$ cat src/rtl/type_rule_cfg.sv
// Type-rule configuration loader.
// Accepts a stream of header/payload beats, assembles flattened type rules and
// issues single-cycle write strobes to a downstream rule lookup table.
module type_rule_cfg #(
    parameter int RULE_NUM   = 8,
    parameter int RULE_WIDTH = 192,
    parameter int CFG_WIDTH  = 32
) (
    input  logic                  i_clk,
    input  logic                  i_rst_n,
    input  logic                  i_cfg_valid,
    input  logic [CFG_WIDTH-1:0]  i_cfg_data,
    output logic                  o_cfg_ready,
    output logic [RULE_NUM-1:0]   o_rule_wren,
    output logic [RULE_WIDTH-1:0] o_type_rule,
    output logic                  o_done,
    output logic                  o_err,
    output logic [15:0]           o_commit_cnt
);

    localparam int NWORDS = (RULE_WIDTH + CFG_WIDTH - 1) / CFG_WIDTH;
    localparam int CNT_W  = (NWORDS > 1) ? $clog2(NWORDS) : 1;
    localparam int ASM_W  = NWORDS * CFG_WIDTH;
    localparam logic [CNT_W-1:0] LAST_BEAT = CNT_W'(NWORDS - 1);

    localparam logic [3:0] OP_WRITE     = 4'd1;
    localparam logic [3:0] OP_CLEAR     = 4'd2;
    localparam logic [3:0] OP_CLEAR_ALL = 4'd3;

    typedef enum logic [1:0] {
        S_IDLE   = 2'd0,
        S_LOAD   = 2'd1,
        S_DRAIN  = 2'd2,
        S_COMMIT = 2'd3
    } state_t;

    state_t                state_q, state_d;
    logic [CNT_W-1:0]      beat_q, beat_d;
    logic [7:0]            idx_q, idx_d;
    logic                  run_q;
    logic [ASM_W-1:0]      asm_q, asm_next;
    logic                  asm_wr;
    logic [RULE_NUM-1:0]   wren_d;
    logic [RULE_WIDTH-1:0] rule_d;
    logic                  done_d, err_d;

    logic                  fire;
    logic [3:0]            hdr_op;
    logic [7:0]            hdr_idx;
    logic                  hdr_idx_ok;

    // One-hot strobe for a rule slot; indices outside the table give no bit.
    function automatic logic [RULE_NUM-1:0] slot_onehot(input logic [7:0] idx);
        logic [RULE_NUM-1:0] v;
        v = '0;
        for (int i = 0; i < RULE_NUM; i++) begin
            v[i] = (i == int'(idx));
        end
        return v;
    endfunction

    assign o_cfg_ready = run_q && (state_q != S_COMMIT);
    assign fire        = i_cfg_valid && o_cfg_ready;
    assign hdr_op      = i_cfg_data[31:28];
    assign hdr_idx     = i_cfg_data[15:8];
    assign hdr_idx_ok  = (int'(hdr_idx) < RULE_NUM);

    // Assembly view with the incoming beat merged into its word slot.
    always_comb begin
        asm_next = asm_q;
        for (int k = 0; k < NWORDS; k++) begin
            if (beat_q == CNT_W'(k)) begin
                asm_next[k*CFG_WIDTH +: CFG_WIDTH] = i_cfg_data;
            end
        end
    end

    // Next-state decode; strobe, rule and pulses are computed here and
    // registered so they appear in the cycle the FSM sits in COMMIT.
    always_comb begin
        state_d = state_q;
        beat_d  = beat_q;
        idx_d   = idx_q;
        asm_wr  = 1'b0;
        wren_d  = '0;
        rule_d  = o_type_rule;
        done_d  = 1'b0;
        err_d   = 1'b0;
        case (state_q)
            S_IDLE: begin
                if (fire) begin
                    case (hdr_op)
                        OP_WRITE: begin
                            idx_d   = hdr_idx;
                            beat_d  = '0;
                            state_d = hdr_idx_ok ? S_LOAD : S_DRAIN;
                        end
                        OP_CLEAR: begin
                            if (hdr_idx_ok) begin
                                state_d = S_COMMIT;
                                wren_d  = slot_onehot(hdr_idx);
                                rule_d  = '0;
                                done_d  = 1'b1;
                            end else begin
                                err_d = 1'b1;
                            end
                        end
                        OP_CLEAR_ALL: begin
                            state_d = S_COMMIT;
                            wren_d  = '1;
                            rule_d  = '0;
                            done_d  = 1'b1;
                        end
                        default: err_d = 1'b1;
                    endcase
                end
            end
            S_LOAD: begin
                if (fire) begin
                    asm_wr = 1'b1;
                    if (beat_q == LAST_BEAT) begin
                        beat_d  = '0;
                        state_d = S_COMMIT;
                        wren_d  = slot_onehot(idx_q);
                        rule_d  = asm_next[RULE_WIDTH-1:0];
                        done_d  = 1'b1;
                    end else begin
                        beat_d = beat_q + 1'b1;
                    end
                end
            end
            S_DRAIN: begin
                if (fire) begin
                    if (beat_q == LAST_BEAT) begin
                        beat_d  = '0;
                        state_d = S_IDLE;
                        err_d   = 1'b1;
                    end else begin
                        beat_d = beat_q + 1'b1;
                    end
                end
            end
            S_COMMIT: state_d = S_IDLE;
            default:  state_d = S_IDLE;
        endcase
    end

    // Control and output registers, cleared asynchronously.
    always_ff @(posedge i_clk or negedge i_rst_n) begin
        if (!i_rst_n) begin
            state_q     <= S_IDLE;
            beat_q      <= '0;
            idx_q       <= '0;
            run_q       <= 1'b0;
            o_rule_wren <= '0;
            o_type_rule <= '0;
            o_done      <= 1'b0;
            o_err       <= 1'b0;
        end else begin
            state_q     <= state_d;
            beat_q      <= beat_d;
            idx_q       <= idx_d;
            run_q       <= 1'b1;
            o_rule_wren <= wren_d;
            o_type_rule <= rule_d;
            o_done      <= done_d;
            o_err       <= err_d;
        end
    end

    // Payload assembly register; a partial rule is never exposed, so no reset.
    always_ff @(posedge i_clk) begin
        if (asm_wr) begin
            asm_q <= asm_next;
        end
    end

    // Saturating count of commits, bumped at the end of each COMMIT cycle.
    always_ff @(posedge i_clk or negedge i_rst_n) begin
        if (!i_rst_n) begin
            o_commit_cnt <= '0;
        end else if (state_q == S_COMMIT && o_commit_cnt != 16'hFFFF) begin
            o_commit_cnt <= o_commit_cnt + 16'd1;
        end
    end

endmodule

$ cat config.mk
export PLATFORM = sky130hd
export DESIGN_NAME = type_rule_cfg
export DESIGN_NICKNAME = d
export VERILOG_FILES = /design/src/rtl/type_rule_cfg.sv
export SDC_FILE = /design/constraint.sdc
export NUM_CORES = 1
export LEC_CHECK = 0
export BUFFER_PORTS_ARGS = -buffer_cell sky130_fd_sc_hd__buf_2
export CAP_MARGIN = 20
export CORE_MARGIN = 5
export CORE_UTILIZATION = 60
export CTS_BUF_LIST = sky130_fd_sc_hd__clkbuf_2
export DETAILED_ROUTE_END_ITERATION = 16
export MAX_ROUTING_LAYER = met4
export PLACE_DENSITY_LB_ADDON = 0.1
export SLEW_MARGIN = 10
export SYNTH_ARGS = -nofsm -noshare
export SYNTH_HDL_FRONTEND = slang
export SYNTH_SLANG_ARGS = --single-unit
export TNS_END_PERCENT = 20
$ cat constraint.sdc
create_clock -name i_clk -period 6.55 [get_ports i_clk]
set_input_delay 0.9825 -clock i_clk [delete_from_list [all_inputs] [get_ports i_clk]]
set_output_delay 0.9825 -clock i_clk [all_outputs]
set_load 0.02 [all_outputs]
==> results of run 1 <==
## per-layer routing
metal	vias up	GRT usage	part of all wire	wire length [um]
li1	5744	-	-	-
met1	6302	0.383	0.44	20700
met2	469	0.399	0.46	21600
met3	60	0.0575	0.072	3360
met4	0	0.0850	0.022	1010
met5	-	-	0	0
## worst reg2reg max path, stage by stage (launching register included)
cell and delay (ns):
dfrtp_1 0.41, ha_1 0.40, nand3b_1 0.32, or4_4 0.79, buf_4 0.80, nand2_1 0.20, o22ai_2 0.15
## final timing paths
check,from,slack [ns],to
max in group asynchronous,i_rst_n,4.94,o_type_rule[176]
worst min-delay path,i_rst_n,0.12,o_type_rule[44]
worst max-delay path,state_q[0],3.40,o_type_rule[59]
worst min register to register,o_commit_cnt[7],0.50,o_commit_cnt[7]
worst max register to register,state_q[0],3.40,o_type_rule[59]
min in group i_clk,i_cfg_data[12],0.48,idx_q[4]
## sequential cells by signal, summed over array words and instances (netlist names)
register and count:
asm_q 192, beat_q 3, idx_q 8, o_commit_cnt 16, o_done 1, o_err 1
o_rule_wren 8, o_type_rule 192, run_q 1, state_q 2
## report_power, final
part / leakage [nW] / switching, mW / internal [mW]
registers: 4.92 / 0.355 / 3.39
logic: 4.64 / 1.74 / 1.05
clock network: 0.745 / 1.08 / 0.703
total: 10.3 / 3.17 / 5.15
## placed cells by master, fill, tap and decap left out, types with 6 or more instances in the layout
master	n
inv_1	200
mux2_2	12
dfrtp_1	232
buf_4	20
nor3_1	6
and3_1	6
edfxtp_1	192
a21oi_1	6
nand2_1	203
ha_1	6
clkbuf_2	162
buf_2	252
clkinv_1	22
mux2i_1	194
nor2_1	12
o22ai_1	12
o22ai_2	180
nand3_1	10
## layout make-up
class                   instances  area (um2)
diodes                          1        2.50
clock buffers                 162         811
clock inverters                29         163
fillers                      2415        9940
inverters                     201         762
multi-input cells             731        6150
flip-flops and latches        424       11600
well taps                     402         503
repair buffers                276        1490
## stage by stage
stage / util / setup WS (ns) / total power, mW / hold slack [ns] / cells
after floorplan: - / 1.16 / 5.65 / 0.470 / 1458
after global placement: 0.652 / 2.64 / 6.52 / 0.478 / 2033
after detailed placement: 0.652 / 2.60 / 6.59 / 0.490 / 2034
after CTS: 0.683 / 3.43 / 8.39 / 0.0736 / 2225
after global routing: 0.683 / 3.24 / 8.81 / 0.114 / 2226
final: 0.683 / 3.40 / 8.32 / 0.117 / 2226
## cells by family after synthesis
group,after synthesis
AOI/OAI and AO/OA,221
muxes,206
DFF,424
adders and majority gates,7
and+or+nand+nor,286
buffers and inverters,303
other,1
xor gates and xnor gates,10
==> flow_metrics.env, run 1 <==
export IMPL_status="completed"
export IMPL_synth_top_area_share=0.306
export IMPL_detail_route_antenna_nets=0
export IMPL_hold_viol=0
export IMPL_cts_buffers=103
export IMPL_fin_tns_setup_ns=0
export IMPL_die_area_um2=35300
export IMPL_grt_max_degree=122
export IMPL_cts_tree="done"
export IMPL_tightest_slew_ns=0.949
export IMPL_required_ns=7.33
export IMPL_htree_levels=3
export IMPL_yosysMostFrequentCell="dfrtp_1"
export IMPL_ys_types=55
export IMPL_synth_edf_count=192
export IMPL_finalCritPeriodShare=0.481
export IMPL_synth_area_per_cell_um2=13.0
export IMPL_cts_setup_buffers=0
export IMPL_fin_skew_ns=0.0985
export IMPL_cts_hold_buffers_added=0
export IMPL_yosysWarnings=0
export IMPL_initialDrtViolationCount=1076
export IMPL_synth_ff_type="dfrtp_1"
export IMPL_crit_path_end_kind="register"
export IMPL_critical_path_cell_chain="ha_1, nand3b_1, or4_4, buf_4, nand2_1, o22ai_2"
export IMPL_wl_mm=46.7
export IMPL_design_area_um2=21500
export IMPL_crit_type="reg2reg"
export IMPL_seq_area_frac_synth=0.609
export IMPL_crit_family="simple AND/OR/NAND/NOR gates"
export IMPL_wl_per_cell_um=21.0
export IMPL_cts_sinks=424
export IMPL_place_gp_congestion=0.818
export IMPL_slew_viol_final=0
export IMPL_route_detailed_drc=0
export IMPL_place_area_um2=20500
export IMPL_hold_path_class="in2async"
export IMPL_io_pins=254
export IMPL_area_delta_synth_final_pct=12.9
export IMPL_vias_per_cell=5.65
export IMPL_post_route_min_period_ns=3.15
export IMPL_clk_pin_slew_worst_paths_ns=0.12
export IMPL_grt_pass1_wl_mm=74.0
export IMPL_synthTopCellsByArea="dfrtp_1 (31%), edfxtp_1 (30%), o22ai_2 (12%)"
export IMPL_cts_resized=0
export IMPL_cp_arrival_ns=3.93
export IMPL_drv_cap=0
export IMPL_syn_nets=1500
export IMPL_critical_path_max_stage_delay_ns=0.79
export IMPL_portBuffers=253
export IMPL_critPathBufInv=1
export IMPL_cp_max_fo=75
export IMPL_setup_violations=0
export IMPL_grt_use_total=0.271
export IMPL_yosys_area_share_adder=0.00461
export IMPL_rsz0062_at_grt="false"
export IMPL_startpoint_type="register"
export IMPL_yosysTopAreaCell="dfrtp_1"
export IMPL_synth_xor_area_frac=0.00461
export IMPL_synth_top_cells_by_count="dfrtp_1 (232), nand2_1 (203), inv_1 (201)"
export IMPL_synthesis_area_um2=19000
export IMPL_grt_pass1_vias=13000
export IMPL_grt_overflow=0
export IMPL_dr_pass1_iters=5
export IMPL_synth_compound_area_frac=0.135
export IMPL_cts_max_path_buffers=3
export IMPL_synthSimpleGateAreaFrac=0.0682
export IMPL_dp_hpwl_mm=28.5
export IMPL_crit_cells=6
export IMPL_start_util=0.605
export IMPL_core_um2=31400
export IMPL_num_vias=12600
export IMPL_synth_top_family_by_area="compound AO/OA/AOI/OAI gates"
export IMPL_crit_slowest_cell="or4_4"
export IMPL_final_layout_size_suffix_gt1_frac=0.357
export IMPL_cts_root_buf="clkbuf_2"
export IMPL_rows=65
export IMPL_synth_area_mux_share=0.109
export IMPL_async_reset_ff_frac=0.547
export IMPL_fmax_ghz=0.317
export IMPL_synth_seq_cells=424
export IMPL_vdd_drop_max_uv=219
export IMPL_antenna_found_initial=1
export IMPL_die_w_um=188
export IMPL_die_height_um=188
export IMPL_timing_slew_headroom=0.368
export IMPL_power_density_nw_per_um2=388
export IMPL_power_leakage_nw=10.3
export IMPL_nets=1779
export IMPL_r2r_cells=6
export IMPL_clk_latency_ns=0.94
export IMPL_synth_cells=1458
No activity file was read; power rests on OpenSTA's default activity.
==> run 2, diff against run 1 <==
--- a/config.mk
+++ b/config.mk
@@ -8,7 +8,7 @@
 export BUFFER_PORTS_ARGS = -buffer_cell sky130_fd_sc_hd__buf_2
 export CAP_MARGIN = 20
 export CORE_MARGIN = 5
-export CORE_UTILIZATION = 60
+export CORE_UTILIZATION = 54
 export CTS_BUF_LIST = sky130_fd_sc_hd__clkbuf_2
 export DETAILED_ROUTE_END_ITERATION = 16
 export MAX_ROUTING_LAYER = met4
==> constraint.sdc (replaced) <==
create_clock -name i_clk -period 2.65 [get_ports i_clk]
set_input_delay 0.3975 -clock i_clk [delete_from_list [all_inputs] [get_ports i_clk]]
set_output_delay 0.3975 -clock i_clk [all_outputs]
set_load 0.02 [all_outputs]
==> run 2 against run 1 <==
  * Final cell count increased by 5.6%
  * Total power increased by 150%
  * Via count increased by 1.5%
  * Register-to-register slack got worse by 3.3 ns
  * Sequential cell count unchanged
  * Design area increased by 4.4%
  * Hold slack improved by 0.29 ns
  * Die area increased by 11%
  * First-iteration DRC count decreased by 29%
  * Sequential share of layout area decreased by 2.3 points
  * Critical path type is now in2reg
==> flow_metrics.env, run 2 (same netlist as run 1, synthesis figures left out) <==
export IMPL_crit_path_end_kind="register"
export IMPL_area_delta_synth_final_pct=17.9
export IMPL_grt_pass1_wl_mm=76.4
export IMPL_place_area_um2=21000
export IMPL_post_route_min_period_ns=2.57
export IMPL_mostFrequentLayoutCells="buf_2 (252), dfrtp_1 (231), nand2_1 (203), inv_1 (199), mux2i_1 (194)"
export IMPL_initialDrtViolationCount=768
export IMPL_tightest_slew_ns=0.694
export IMPL_final_layout_size_suffix_gt1_frac=0.364
export IMPL_crit_type="in2reg"
export IMPL_path_common_cell="dlygate4sd3_1"
export IMPL_cp_max_fo=63
export IMPL_crit_family="buffers and inverters"
export IMPL_grt_max_degree=102
export IMPL_power_leakage_nw=10.7
export IMPL_critPathBufInv=5
export IMPL_route_detailed_drc=0
export IMPL_dr_pass1_iters=6
export IMPL_cp_arrival_ns=3.37
export IMPL_hold_start="i_cfg_data[20]"
export IMPL_slew_viol_final=0
export IMPL_nets=1848
export IMPL_portBuffers=253
export IMPL_crit_slowest_cell="dlygate4sd3_1"
export IMPL_required_ns=3.45
export IMPL_timing_slew_headroom=0.537
export IMPL_grt_overflow=0
export IMPL_start_util=0.549
export IMPL_num_vias=12800
export IMPL_clk_pin_slew_worst_paths_ns=0.11
export IMPL_hold_path_class="in2reg"
export IMPL_htree_levels=3
export IMPL_die_height_um=198
export IMPL_cts_sinks=424
export IMPL_status="completed"
export IMPL_grt_pass1_vias=13400
export IMPL_timing_final_ws_setup_ns=0.0784
export IMPL_power_density_nw_per_um2=923
export IMPL_critical_path_cell_chain="dlygate4sd3_1, buf_2, or3b_1, dlygate4sd3_1, buf_4, nor4b_4, buf_12, o22ai_2"
export IMPL_cts_max_path_buffers=3
export IMPL_design_area_um2=22400
export IMPL_drv_cap=0
export IMPL_finalCritPeriodShare=0.970
export IMPL_die_w_um=198
export IMPL_place_ws_ns=0.205
export IMPL_startpoint_type="input pin"
export IMPL_vias_per_cell=5.43
export IMPL_place_gp_congestion=0.809
export IMPL_r2r_end="o_type_rule[25]"
export IMPL_fin_skew_ns=0.0405
export IMPL_clk_latency_ns=0.97
export IMPL_cts_buffers=106
export IMPL_power_mw=20.7
export IMPL_critical_path_max_stage_delay_ns=0.63
export IMPL_cts_root_buf="clkbuf_2"
export IMPL_holdPathStages=4
export IMPL_crit_path_start="i_cfg_data[31]"
export IMPL_detail_route_antenna_nets=0
export IMPL_reg2reg_from="state_q[0]"
export IMPL_reg_top3="asm_q: 192 flops, o_type_rule: 192 flops, o_commit_cnt: 16 flops"
export IMPL_cts_tree="done"
export IMPL_grt_use_total=0.256
export IMPL_fmax_ghz=0.389
export IMPL_wl_mm=49.2
export IMPL_die_area_um2=39000
export IMPL_antenna_found_initial=1
export IMPL_vdd_drop_max_uv=590
export IMPL_rows=68
export IMPL_setup_violations=0
export IMPL_hold_viol=0
export IMPL_finalCoreUtilization=0.647
export IMPL_dp_hpwl_mm=30.5
export IMPL_core_um2=34600
export IMPL_r2r_cells=6
export IMPL_rsz0062_at_grt="false"
export IMPL_final_common_cell="buf_2"
export IMPL_hold_end="asm_q[180]"
export IMPL_io_pins=254
export IMPL_wl_per_cell_um=20.9
export IMPL_reg2reg_setup_slack_ns=0.12
==> run 2: cell types whose count changed in the layout (fill, tap and decap cells not counted), moves of 2 or more <==
cell	change
dlygate4sd3_1	+39
buf_12	+20
clkbuf_2	+8
buf_4	+6
clkinv_2	+4
clkinv_1	-2
ha_1	-2
ha_4	+2
inv_6	-2
inv_8	-2
==> run 2: final cells by class <==
type,instances,area (um2)
fill,2807,12200
sequential,424,11600
multi-input combinational,731,6180
timing repair buffer,342,2350
clock buffer,170,851
inverter,201,758
tap,455,569
clock inverter,26,108
antenna,1,2.50
==> run 2: metal layers <==
| metal | GRT usage | vias up | wire [um] |
|---|---|---|---|
| met3 | 0.0515 | 75 | 2960 |
| met2 | 0.397 | 384 | 23100 |
| li1 | - | 5866 | - |
| met4 | 0.0791 | 0 | 1150 |
| met5 | - | - | 0 |
| met1 | 0.347 | 6433 | 21900 |
==> run 2: what timing repair did <==
action,in CTS,in global routing
hold buffers,40,0
resized for setup,0,1
endpoints found under the hold margin,593,0
buffers inserted,0,2
setup endpoints to repair,0,2
==> run 2: how the worst max path moves through the flow <==
stage | to | slack, ns | cells past startpoint
2_1_floorplan | asm_q[0] | -1.45 | 4
3_3_place_gp | o_type_rule[52] | 0.25 | 7
3_5_place_dp | o_type_rule[48] | 0.20 | 7
4_1_cts | o_cfg_ready | 0.08 | 3
5_1_grt | o_cfg_ready | 0.04 | 3
6_report | o_type_rule[79] | 0.08 | 8
==> run 2: metrics by stage <==
stage | cells | hold WS (ns) | setup TNS [ns]
2_1_floorplan | 1458 | 0.102 | -277.93
3_3_place_gp | 2111 | 0.430 | 0
3_5_place_dp | 2111 | 0.432 | 0
4_1_cts | 2347 | 0.295 | 0
5_1_grt | 2350 | 0.351 | 0
6_report | 2350 | 0.408 | 0
==> run 2: power by group <==
group / total [mW] / internal, mW / switching (mW)
clock network: 4.31 / 1.68 / 2.62
logic: 7.09 / 2.78 / 4.31
registers: 9.28 / 8.38 / 0.897
==> run 2: worst min-delay path: cells and delay by family <==
kind | cells | cell delay [ns]
buffers and inverters | 3 | 0.77
multiplexers | 1 | 0.12
